<file path="config.mk">
export PLATFORM = sky130hd
export DESIGN_NAME = timer_bank_channel
export DESIGN_NICKNAME = d
export VERILOG_FILES = /design/src/rtl/timer_pkg.sv /design/src/rtl/timer_bank_channel.sv
export SDC_FILE = /design/constraint.sdc
export NUM_CORES = 1
export LEC_CHECK = 0
export CAP_MARGIN = 20
export CORE_MARGIN = 2
export CORE_UTILIZATION = 59
export CTS_CLUSTER_SIZE = 10
export DETAILED_ROUTE_END_ITERATION = 7
export PLACE_DENSITY_LB_ADDON = 0.08
export SYNTH_ARGS = -nofsm -noshare
export SYNTH_HDL_FRONTEND = slang
export SYNTH_SLANG_ARGS = --single-unit
</file>
<file path="constraint.sdc">
create_clock -name clk -period 5.5 [get_ports clk]
set_clock_uncertainty 0.2 [all_clocks]
set_input_delay 1.1 -clock clk [delete_from_list [all_inputs] [get_ports clk]]
set_output_delay 1.1 -clock clk [all_outputs]
set_load 0.02 [all_outputs]
</file>
<file path="src/rtl/timer_pkg.sv">
// Shared encodings for the timer bank channel: counting modes and FSM states.
package timer_pkg;

    typedef enum logic [1:0] {
        MODE_ONESHOT  = 2'b00,
        MODE_PERIODIC = 2'b01,
        MODE_FREERUN  = 2'b10,
        MODE_RSVD     = 2'b11
    } mode_e;

    typedef enum logic [1:0] {
        ST_IDLE = 2'b00,
        ST_RUN  = 2'b01,
        ST_DONE = 2'b10
    } state_e;

endpackage

</file>
<file path="src/rtl/timer_bank_channel.sv">
// One timer channel: up/down counter toward a latched terminal value with
// one-shot, periodic-reload and free-run behaviour and a terminal pulse.
module timer_bank_channel
    import timer_pkg::*;
#(
    parameter int unsigned WIDTH      = 16,
    parameter logic [1:0]  RESET_MODE = 2'b00
) (
    input  logic             clk,
    input  logic             reset_b,
    input  logic             start,
    input  logic             stop,
    input  logic             clear,
    input  logic             hold,
    input  logic [1:0]       mode,
    input  logic             dir,
    input  logic [WIDTH-1:0] term_val,
    output logic [WIDTH-1:0] count,
    output logic             count_reached,
    output logic             done,
    output logic             busy
);

    state_e           state_q, state_d;
    logic [WIDTH-1:0] count_q, count_d;
    logic [WIDTH-1:0] term_q, term_d;
    mode_e            mode_q, mode_d;
    logic             dir_q, dir_d;
    logic             reached_q, reached_d;

    logic [WIDTH-1:0] target;
    logic [WIDTH-1:0] start_val;
    logic [WIDTH-1:0] step_val;
    mode_e            mode_eff;

    // Target and reload value follow the direction latched at start.
    assign target    = dir_q ? '0 : term_q;
    assign start_val = dir_q ? term_q : '0;
    assign step_val  = dir_q ? (count_q - WIDTH'(1)) : (count_q + WIDTH'(1));
    assign mode_eff  = (mode == MODE_RSVD) ? mode_e'(RESET_MODE) : mode_e'(mode);

    always_comb begin
        state_d   = state_q;
        count_d   = count_q;
        term_d    = term_q;
        mode_d    = mode_q;
        dir_d     = dir_q;
        reached_d = 1'b0;
        if (clear) begin
            state_d = ST_IDLE;
            count_d = '0;
        end else if (start) begin
            term_d  = term_val;
            mode_d  = mode_eff;
            dir_d   = dir;
            count_d = dir ? term_val : '0;
            state_d = ST_RUN;
        end else if (stop) begin
            state_d = ST_IDLE;
        end else if (state_q == ST_RUN && !hold) begin
            if (count_q == target) begin
                reached_d = 1'b1;
                case (mode_q)
                    MODE_PERIODIC: count_d = start_val;
                    MODE_FREERUN:  count_d = step_val;
                    default:       state_d = ST_DONE;
                endcase
            end else begin
                count_d = step_val;
            end
        end
    end

    always_ff @(posedge clk or negedge reset_b) begin
        if (!reset_b) begin
            state_q   <= ST_IDLE;
            count_q   <= '0;
            term_q    <= '0;
            mode_q    <= MODE_ONESHOT;
            dir_q     <= 1'b0;
            reached_q <= 1'b0;
        end else begin
            state_q   <= state_d;
            count_q   <= count_d;
            term_q    <= term_d;
            mode_q    <= mode_d;
            dir_q     <= dir_d;
            reached_q <= reached_d;
        end
    end

    assign count         = count_q;
    assign count_reached = reached_q;
    assign done          = (state_q == ST_DONE);
    assign busy          = (state_q == ST_RUN);

endmodule

</file>
* Yosys cells after proc, flatten, opt, wreduce, memory -nomap -nowiden *
Cells that the tools add are included.

storage, ports and cells
  memory bits (read-only) = 0
  register bits after elaboration = 38
  word-level logic and storage cells = 49
  memories kept = 0
  RAM bits = 0
  output and inout bits = 19
  latch bits = 0

cells by class
  add/subtract/negate cells = 2
  bitwise operators = 1
  div/mod/pow operators = 0
  shifts and indexed selects = 0
  eq/ne operators = 9
  multiplexer cells = 22
  magnitude comparators = 0
  reduce and logical (&&, ||, !) cells = 9
  multiply operators = 0

operators by type and width
  cell                     count
  $mux W16                 9
  $pmux W16 S2             1
  $add A16 B1 Y16 const B  1
  $eq A16 B16 Y1           1
  $sub A16 B1 Y16 const B  1
  $mux W2                  7
  $reduce_bool A4 Y1       2
  $eq A2 B2 Y1 const B     3
  $reduce_and A3 Y1        2
  $mux W1                  5
  $ne A5 B3 Y1 const B     1
  $eq A2 B1 Y1 const B     2
  $ne A4 B1 Y1 const B     1
  $ne A3 B2 Y1 const B     1
  $reduce_bool A3 Y1       1
  $reduce_and A2 Y1        1
  $reduce_or A2 Y1         1
  $logic_and A1 B1 Y1      1
  $logic_not A1 Y1         1
  $not A1 Y1               1

* Logic depth before layout (Yosys ltp) *
Gate-level depths: netlist (run 1).

  word-level depth = 8
  gate-level depth with buffers = 11

* Least setup slack after synthesis (run 1) *
Ideal clock, no wire load.

  kind = register -> register
  from = register dir_q
  to = register count_q[10], in the netlist count[10]
  required time = 5.166 ns
  path buffers = 1
  setup slack = 2.573 ns
  stages on the path, launching flop included = 12
  data arrival time = 2.593 ns
  period minus slack after synthesis = 2.927 ns
  library setup time = 0.134 ns
  cells stage by stage = dfrtp_1 > buf_4 > inv_1 > fa_1 > nor2b_1 > o21a_1 > o21a_1 > o31a_1 > o31a_1 > o21a_1 > o311ai_1 > a31oi_1

on the way
  longest elaborated chain between the ends = 7
  elaborated cells between the ends (all ways) = 12
  those cells by class = eq/ne: 2; mux: 9; reduce/logical: 1

RTL lines
  item                                            line                                                                          RTL
  from (decl)                                     timer_bank_channel.sv:28                                                      logic dir_q, dir_d;
  from (signal assigned)                          timer_bank_channel.sv:87                                                      dir_q <= dir_d;
  $mux W16, on equally long branches              timer_bank_channel.sv:37, timer_bank_channel.sv:38, timer_bank_channel.sv:39
  $eq A16 B16 Y1 or $pmux W16 S2 (tied branches)  timer_bank_channel.sv:61, timer_bank_channel.sv:63
  $mux W16                                        timer_bank_channel.sv:61                                                      if (count_q == target) begin
  $mux W16                                        timer_bank_channel.sv:60                                                      end else if (state_q == ST_RUN && !hold) begin
  $mux W16                                        timer_bank_channel.sv:58                                                      end else if (stop) begin
  $mux W16                                        timer_bank_channel.sv:52                                                      end else if (start) begin
  $mux W16                                        timer_bank_channel.sv:49                                                      if (clear) begin
  to (signal assigned)                            timer_bank_channel.sv:84                                                      count_q <= count_d;
  to (decl)                                       timer_bank_channel.sv:25                                                      logic [WIDTH-1:0] count_q, count_d;

Parallel ways exist; a longest one is shown, timed or not. The select of a mux whose other input is x is not followed.
A chain may end at the register's enable or synchronous reset.

* Final worst setup path (run 1) *
  from = register dir_q
  to = register count_q[8], in the netlist count[8]

The elaborated chain is that of the path after synthesis.

==> Implementation_results.wiki, run 1 <==
{| class="wikitable"
! Metric !! Value
|-
| Die outline height || 75.3 um
|-
| # rows || 25
|-
| Delay of the slowest cell on the worst path || 0.66 ns
|-
| I/O pin cnt || between 40 and 50
|-
| Drt wl/cell || ~17 um
|-
| End-of-flow core utilization || 75.1%
|-
| H-tree level count || 2
|-
| Pint || 716 uW
|-
| Global-route wire length before repair || 13100 um
|-
| Netlist area before placement || 0.00300 sq mm
|-
| Worst hold stages || 1
|-
| Root buffer cell || sky130_fd_sc_hd__clkbuf_8
|-
| Insertion delay to the later sink of the worst-skew pair || between 0.2 and 0.3 ns
|-
| Number of CTS-inserted buffers || 5
|-
| Register bit count reported by yosys || 38
|-
| Number of enable-type register cells in the synthesized netlist || 0
|-
| Main synth FF type || sky130_fd_sc_hd__dfrtp_1
|-
| Leakage power of the design || 1.57 nW
|-
| Starting DRT DRC Count || about 230
|-
| Pin count of the biggest net entering global routing || 39
|-
| Top cell type by total area after synthesis || sky130_fd_sc_hd__dfrtp_1
|-
| Routability Congestion || 0.957
|-
| Class of the most critical setup path || register to register
|-
| Class of the worst hold path || register to register
|-
| Total global routing track utilization || 30.9%
|-
| Nature of the critical path startpoint || register
|-
| NumNets Final || 436
|-
| Total of max-cap violations || 0
|-
| Quantity of I/O buffers inserted on ports || 43
|-
| Core footprint || 0.00482 sq mm
|-
| DIE AREA || between 0.005 and 0.006 sq mm
|-
| Fin cells || between 400 and 500
|-
| Fraction of layout cells with a size suffix above 1 || 8.10%
|-
| Launch point of the worst reg-to-reg path || dir_q
|-
| Hold buffers post-CTS || 0
|-
| Final ANT Viol Nets || 0
|-
| Clock share of power || 26.1%
|-
| Setup slack of the most critical reg-to-reg path || 1.94 ns
|-
| X dimension of the die || 75.3 um
|-
| Sort of element at the end of the critical path || register
|-
| Status || complete, no violations
|-
| Worst rel slew slack || 43.0%
|-
| Tightest hold margin || 0.329 ns
|-
| # DRC || 0
|-
| Area added between synthesis and finish || 20.7%
|-
| Part of the power in combinational logic || 40.7%
|-
| Worst-path fanout max || 26
|-
| Vias in the first global route || 2592
|-
| Total global routing overflow || 0
|-
| Total number of vias || between 2k and 3k
|-
| Number of post-CTS setup repair buffers || 0
|-
| Clock tree from TritonCTS || built
|-
| Share of Yosys cell area claimed by the top area cell type || 31.7%
|-
| Clock Tree Buf Depth || 2
|-
| Total power density per cell area || 315 mW/mm^2
|-
| Number of cells upsized or downsized after cts || 0
|-
| Sw Share || around 37%
|-
| Required @ worst endpoint || 5.52 ns
|-
| End point of the worst hold path || state_q[1]
|-
| Syn. warnings || 0
|-
| Detailed placement HPWL || 5760 um
|-
| Clock transition at path regs || 0.08 ns
|-
| CP arrival || 3.57 ns
|-
| Starting Density || 62.2%
|-
| Part of the cycle the worst path needs || 64.7%
|-
| Worst Max-Slew Pin Slew || 0.856 ns
|-
| Synth area leaders || sky130_fd_sc_hd__dfrtp_1, sky130_fd_sc_hd__nand2_1, sky130_fd_sc_hd__ha_1, sky130_fd_sc_hd__nor2_1, sky130_fd_sc_hd__o21ai_0
|-
| N_diodes || 0
|-
| Synth async-reset ratio || 100%
|-
| Number of cells on the worst reg-to-reg path || 10
|-
| Post-route cell area || 0.00362 sq mm
|-
| Count of pins over their slew limit || 0
|-
| Family of cells with the greatest summed delay on the critical path || compound AO/OA/AOI/OAI gates
|-
| P_sw || 422 uW
|-
| Setup violators final || 0
|-
| Proportion of synthesized chip area in sequential cells || 31.7%
|-
| Crit Reg-Reg Endpoint || count[8]
|-
| Post-detailed-routing wire length || 8020 um
|-
| Total placed cells including tap cells || 453
|-
| DR pass1 iterations || 5
|-
| Hold Startpoint || state_q[1]
|-
| Crit path buf inv count || 1
|-
| Post-synthesis average cell area || 8.44 sq um
|-
| Aggregate negative setup slack || 0 ns
|-
| RSZ-0062 raised after global routing || false
|-
| Final hold violation count || 0
|-
| Cell area reported after detailed placement || 0.00346 sq mm
|-
| Worst IR drop on VDD || 0.210 mV
|-
| Highest attainable clock frequency || 281 MHz
|-
| Sequential group share of total power || 33.2%
|-
| Most numerous cell in the Yosys netlist || sky130_fd_sc_hd__nand2_1
|-
| Top post-synthesis cells by count || sky130_fd_sc_hd__nand2_1, sky130_fd_sc_hd__dfrtp_1, sky130_fd_sc_hd__nor2_1, sky130_fd_sc_hd__o21ai_0, sky130_fd_sc_hd__a21oi_1
|-
| Number of distinct library cells after synthesis || 60
|-
| Antenna violations before repair || 0
|-
| Ordered cell list for the critical path || buf_4, ha_1, nor2b_1, o21a_1, o21a_1, o31a_1, o31a_1, a211oi_1, o21ai_0, a31oi_1
|-
| Final critical path time including I/O delays and setup || 3.56 ns
|-
| Slowest-stage cell, CP || sky130_fd_sc_hd__dfrtp_1
|-
| Fill count || around 380
|-
| Total clock sinks || 38
|-
| Instance count of the mapped netlist || 355
|-
| Detail-routed via count per cell || 6.11
|-
| Net count of the mapped netlist || 397
|}
[cells by family (layout without fill, tap and decap cells)]
family / after synthesis / after routing / share of synthesized area, %
buffers and inverters: 28 / 68 / 4.22
adder cells (fa/ha/maj): 17 / 17 / 7.35
multiplexers: 9 / 9 / 3.01
XOR/XNOR: 12 / 12 / 3.51
flip-flops: 38 / 38 / 31.7
AO/OA/AOI/OAI: 102 / 102 / 24.4
AND/OR/NAND/NOR: 149 / 149 / 25.8
[per-layer routing]
layer | part of all wire (%) | track usage, %
met1 | 44 | 43.3
met2 | 48 | 48.3
met3 | 5.9 | 4.95
met4 | 1.9 | 11.9
met5 | 0 | 0
[power by group through the flow]
stage          Combinational (mW)  Sequential (mW)  Clock, mW
2_1_floorplan               0.302            0.386          0
3_3_place_gp                0.446            0.379          0
3_5_place_dp                0.454            0.380          0
4_1_cts                     0.458            0.376      0.303
5_1_grt                     0.514            0.383      0.311
6_report                    0.463            0.378      0.297
[sequential cells by signal, summed over array words and instances (netlist names)]
name	cells
count	16
term_q	16
mode_q	2
state_q	2
count_reached	1
dir_q	1
[stage by stage]
stage / power, mW / worst slack [ns]
after floorplan: 0.688 / 2.57
after global placement: 0.825 / 2.08
after detailed placement: 0.834 / 2.02
after CTS: 1.14 / 2.00
after global routing: 1.21 / 1.78
final: 1.14 / 1.94
[layout make-up]
class	count	area, sq um	area share (%)
clock buffer	6	82.6	2.28
clock inverter	2	60.1	1.66
inverter	13	48.8	1.35
multi-input combinational	289	1930	53.3
sequential	38	951	26.3
tap	67	83.8	2.32
timing repair buffer	47	463	12.8
[worst max path at each step]
stage,startpoint,to,depth (start not counted)
finish,dir_q,count[8],10
global route,dir_q,count[15],10
CTS,dir_q,count[10],10
detailed placement,dir_q,count[10],10
global placement,dir_q,count[10],10
floorplan,dir_q,count[10],11
[cell usage in the layout, fill, tap and decap left out, types with 3 or more instances in the layout]
master,count
sky130_fd_sc_hd__nand2_1,63
sky130_fd_sc_hd__a21oi_1,18
sky130_fd_sc_hd__o21a_1,6
sky130_fd_sc_hd__nor4_1,3
sky130_fd_sc_hd__nor2b_1,8
sky130_fd_sc_hd__xor2_1,6
sky130_fd_sc_hd__ha_1,16
sky130_fd_sc_hd__o22ai_1,3
sky130_fd_sc_hd__and3_1,3
sky130_fd_sc_hd__mux2i_1,9
sky130_fd_sc_hd__clkbuf_8,6
sky130_fd_sc_hd__dfrtp_1,38
sky130_fd_sc_hd__a22oi_2,4
sky130_fd_sc_hd__clkdlybuf4s50_1,42
sky130_fd_sc_hd__nand2b_1,7
sky130_fd_sc_hd__inv_1,13
sky130_fd_sc_hd__a21o_1,4
sky130_fd_sc_hd__nor2_1,35
sky130_fd_sc_hd__a211oi_1,4
sky130_fd_sc_hd__nor3_1,6
sky130_fd_sc_hd__o21ai_0,24
sky130_fd_sc_hd__buf_4,3
sky130_fd_sc_hd__xnor2_1,6
sky130_fd_sc_hd__a22oi_1,6
sky130_fd_sc_hd__a31oi_1,12
sky130_fd_sc_hd__nor4bb_1,3
(Power assumes the default switching activity.)
==> run 2, diff against run 1 <==
Settings changed: CORE_UTILIZATION 59 to 50.
Clock period 5.5 ns to 3.15 ns, I/O delays scaled along.
==> Implementation_results.wiki, run 2 (same netlist as run 1, synthesis figures left out) <==
{| class="wikitable"
! Metric !! Value
|-
| Tightest hold margin || 0.257 ns
|-
| Class of the worst hold path || input port to asynchronous set/reset pin
|-
| Pin count of the biggest net entering global routing || 39
|-
| Total power density per cell area || 503 mW/mm^2
|-
| Vias in the first global route || between 2k and 3k
|-
| Drt wl/cell || 17.3 um
|-
| Global-route wire length before repair || 13000 um
|-
| Final ANT Viol Nets || 0
|-
| Required @ worst endpoint || roughly 3.2 ns
|-
| # rows || 28
|-
| Leading cell type in the layout, fill and taps excluded || sky130_fd_sc_hd__nand2_1
|-
| Final critical path time including I/O delays and setup || 2.99 ns
|-
| DR pass1 iterations || 4
|-
| Hold buffers post-CTS || 0
|-
| Area added between synthesis and finish || 20.1%
|-
| Total number of vias || 2830
|-
| Placement Setup Slack || 0.280 ns
|-
| Number of CTS-inserted buffers || 5
|-
| Aggregate negative setup slack || 0 ns
|-
| Setup violators final || 0
|-
| Clock Tree Buf Depth || 2
|-
| Fin cells || 475
|-
| Part of the cycle the worst path needs || between 90% and 100%
|-
| Final worst-path setup slack || ~0.16 ns
|-
| Starting DRT DRC Count || 298
|-
| DIE AREA || 0.00663 sq mm
|-
| Leakage power of the design || 1.57 nW
|-
| Clock tree from TritonCTS || built
|-
| Root buffer cell || sky130_fd_sc_hd__clkbuf_8
|-
| CP arrival || 3.03 ns
|-
| Routability Congestion || 0.924
|-
| Number of cells upsized or downsized after cts || 0
|-
| Total global routing overflow || 0
|-
| Status || complete, no violations
|-
| # DRC || 0
|-
| Worst-path fanout max || 12
|-
| Detailed placement HPWL || ~6000 um
|-
| Most frequent cells in the layout || sky130_fd_sc_hd__nand2_1, sky130_fd_sc_hd__clkdlybuf4s50_1, sky130_fd_sc_hd__dfrtp_1
|-
| N_diodes || 0
|-
| Antenna violations before repair || 0
|-
| Quantity of I/O buffers inserted on ports || 43
|-
| Core footprint || 0.00585 sq mm
|-
| H-tree level count || 2
|-
| Count of pins over their slew limit || 0
|-
| Post-detailed-routing wire length || 8210 um
|-
| Insertion delay to the later sink of the worst-skew pair || 0.30 ns
|-
| Final hold violation count || 0
|-
| Worst rel slew slack || 38.7%
|-
| Highest attainable clock frequency || 335 MHz
|-
| Worst Max-Slew Pin Slew || 0.919 ns
|-
| Total global routing track utilization || 26.0%
|-
| Post-layout power || 1.81 mW
|-
| Total placed cells including tap cells || 468
|-
| Total of max-cap violations || 0
|-
| Number of post-CTS setup repair buffers || 0
|-
| End-of-flow core utilization || 61.5%
|-
| Cell area reported after detailed placement || about 0.0035 sq mm
|-
| Total clock sinks || 38
|-
| Worst IR drop on VDD || between 0.2 and 0.25 mV
|-
| Fraction of layout cells with a size suffix above 1 || 8.75%
|-
| Clock transition at path regs || 0.08 ns
|-
| Detail-routed via count per cell || 5.96
|-
| Class of the most critical setup path || register to register
|-
| Nature of the critical path startpoint || register
|-
| Starting Density || 51.2%
|-
| X dimension of the die || 81.4 um
|-
| I/O pin cnt || 44
|-
| Post-route cell area || 0.00360 sq mm
|-
| Die outline height || ~81 um
|-
| Sort of element at the end of the critical path || register
|-
| NumNets Final || 442
|-
| RSZ-0062 raised after global routing || false
|}
[run 2: cell types whose count changed in the layout (fill, tap and decap cells not counted)]
cell / change
sky130_fd_sc_hd__bufinv_16: -2
sky130_fd_sc_hd__clkbuf_8: -1
sky130_fd_sc_hd__buf_4: +7
sky130_fd_sc_hd__buf_8: -1
sky130_fd_sc_hd__clkbuf_1: +2
[run 2: power by group]
| group | internal (mW) | switching [mW] |
|---|---|---|
| logic | 0.370 | 0.451 |
| registers | 0.551 | 0.102 |
| clock network | 0.153 | 0.181 |
[run 2: per-layer routing]
metal	routed length (um)	global-route usage, %	part of all wire, %
met5	0	0	0
met4	131	7.29	1.6
met3	325	3.74	4.0
met2	3720	39.3	45
met1	4030	38.7	49
[run 2: cell type report]
cell class / instances / area (sq um)
Timing Repair Buffer: 53 / 500
Tap cell: 75 / 93.8
Multi-Input combinational cell: 289 / 1930
Inverter: 13 / 48.8
Sequential cell: 38 / 951
Clock buffer: 7 / 76.3
Fill cell: 531 / 2250
[run 2: worst max-delay path, cell delays in order, from the launching register on]
cell and delay, ns:
sky130_fd_sc_hd__dfrtp_1 0.44, sky130_fd_sc_hd__buf_4 0.21, sky130_fd_sc_hd__ha_1 0.37, sky130_fd_sc_hd__a211oi_1 0.25, sky130_fd_sc_hd__nor2_1 0.10, sky130_fd_sc_hd__o41ai_1 0.46, sky130_fd_sc_hd__a31oi_1 0.20, sky130_fd_sc_hd__xnor2_1 0.18
sky130_fd_sc_hd__or3_1 0.30, sky130_fd_sc_hd__o21ai_0 0.08, sky130_fd_sc_hd__a31o_1 0.16
[run 2: worst paths after layout]
path                            start          to  slack, ns  depth (start not counted)
setup / recovery                dir_q   count[15]       0.16                         10
setup reg to reg                dir_q   count[15]       0.16                         10
max in group asynchronous     reset_b   term_q[0]       1.93                          1
hold reg to reg            state_q[1]  state_q[1]       0.31                          1
hold / removal                reset_b  term_q[14]       0.26                          1
min in group clk           state_q[1]  state_q[1]       0.31                          1
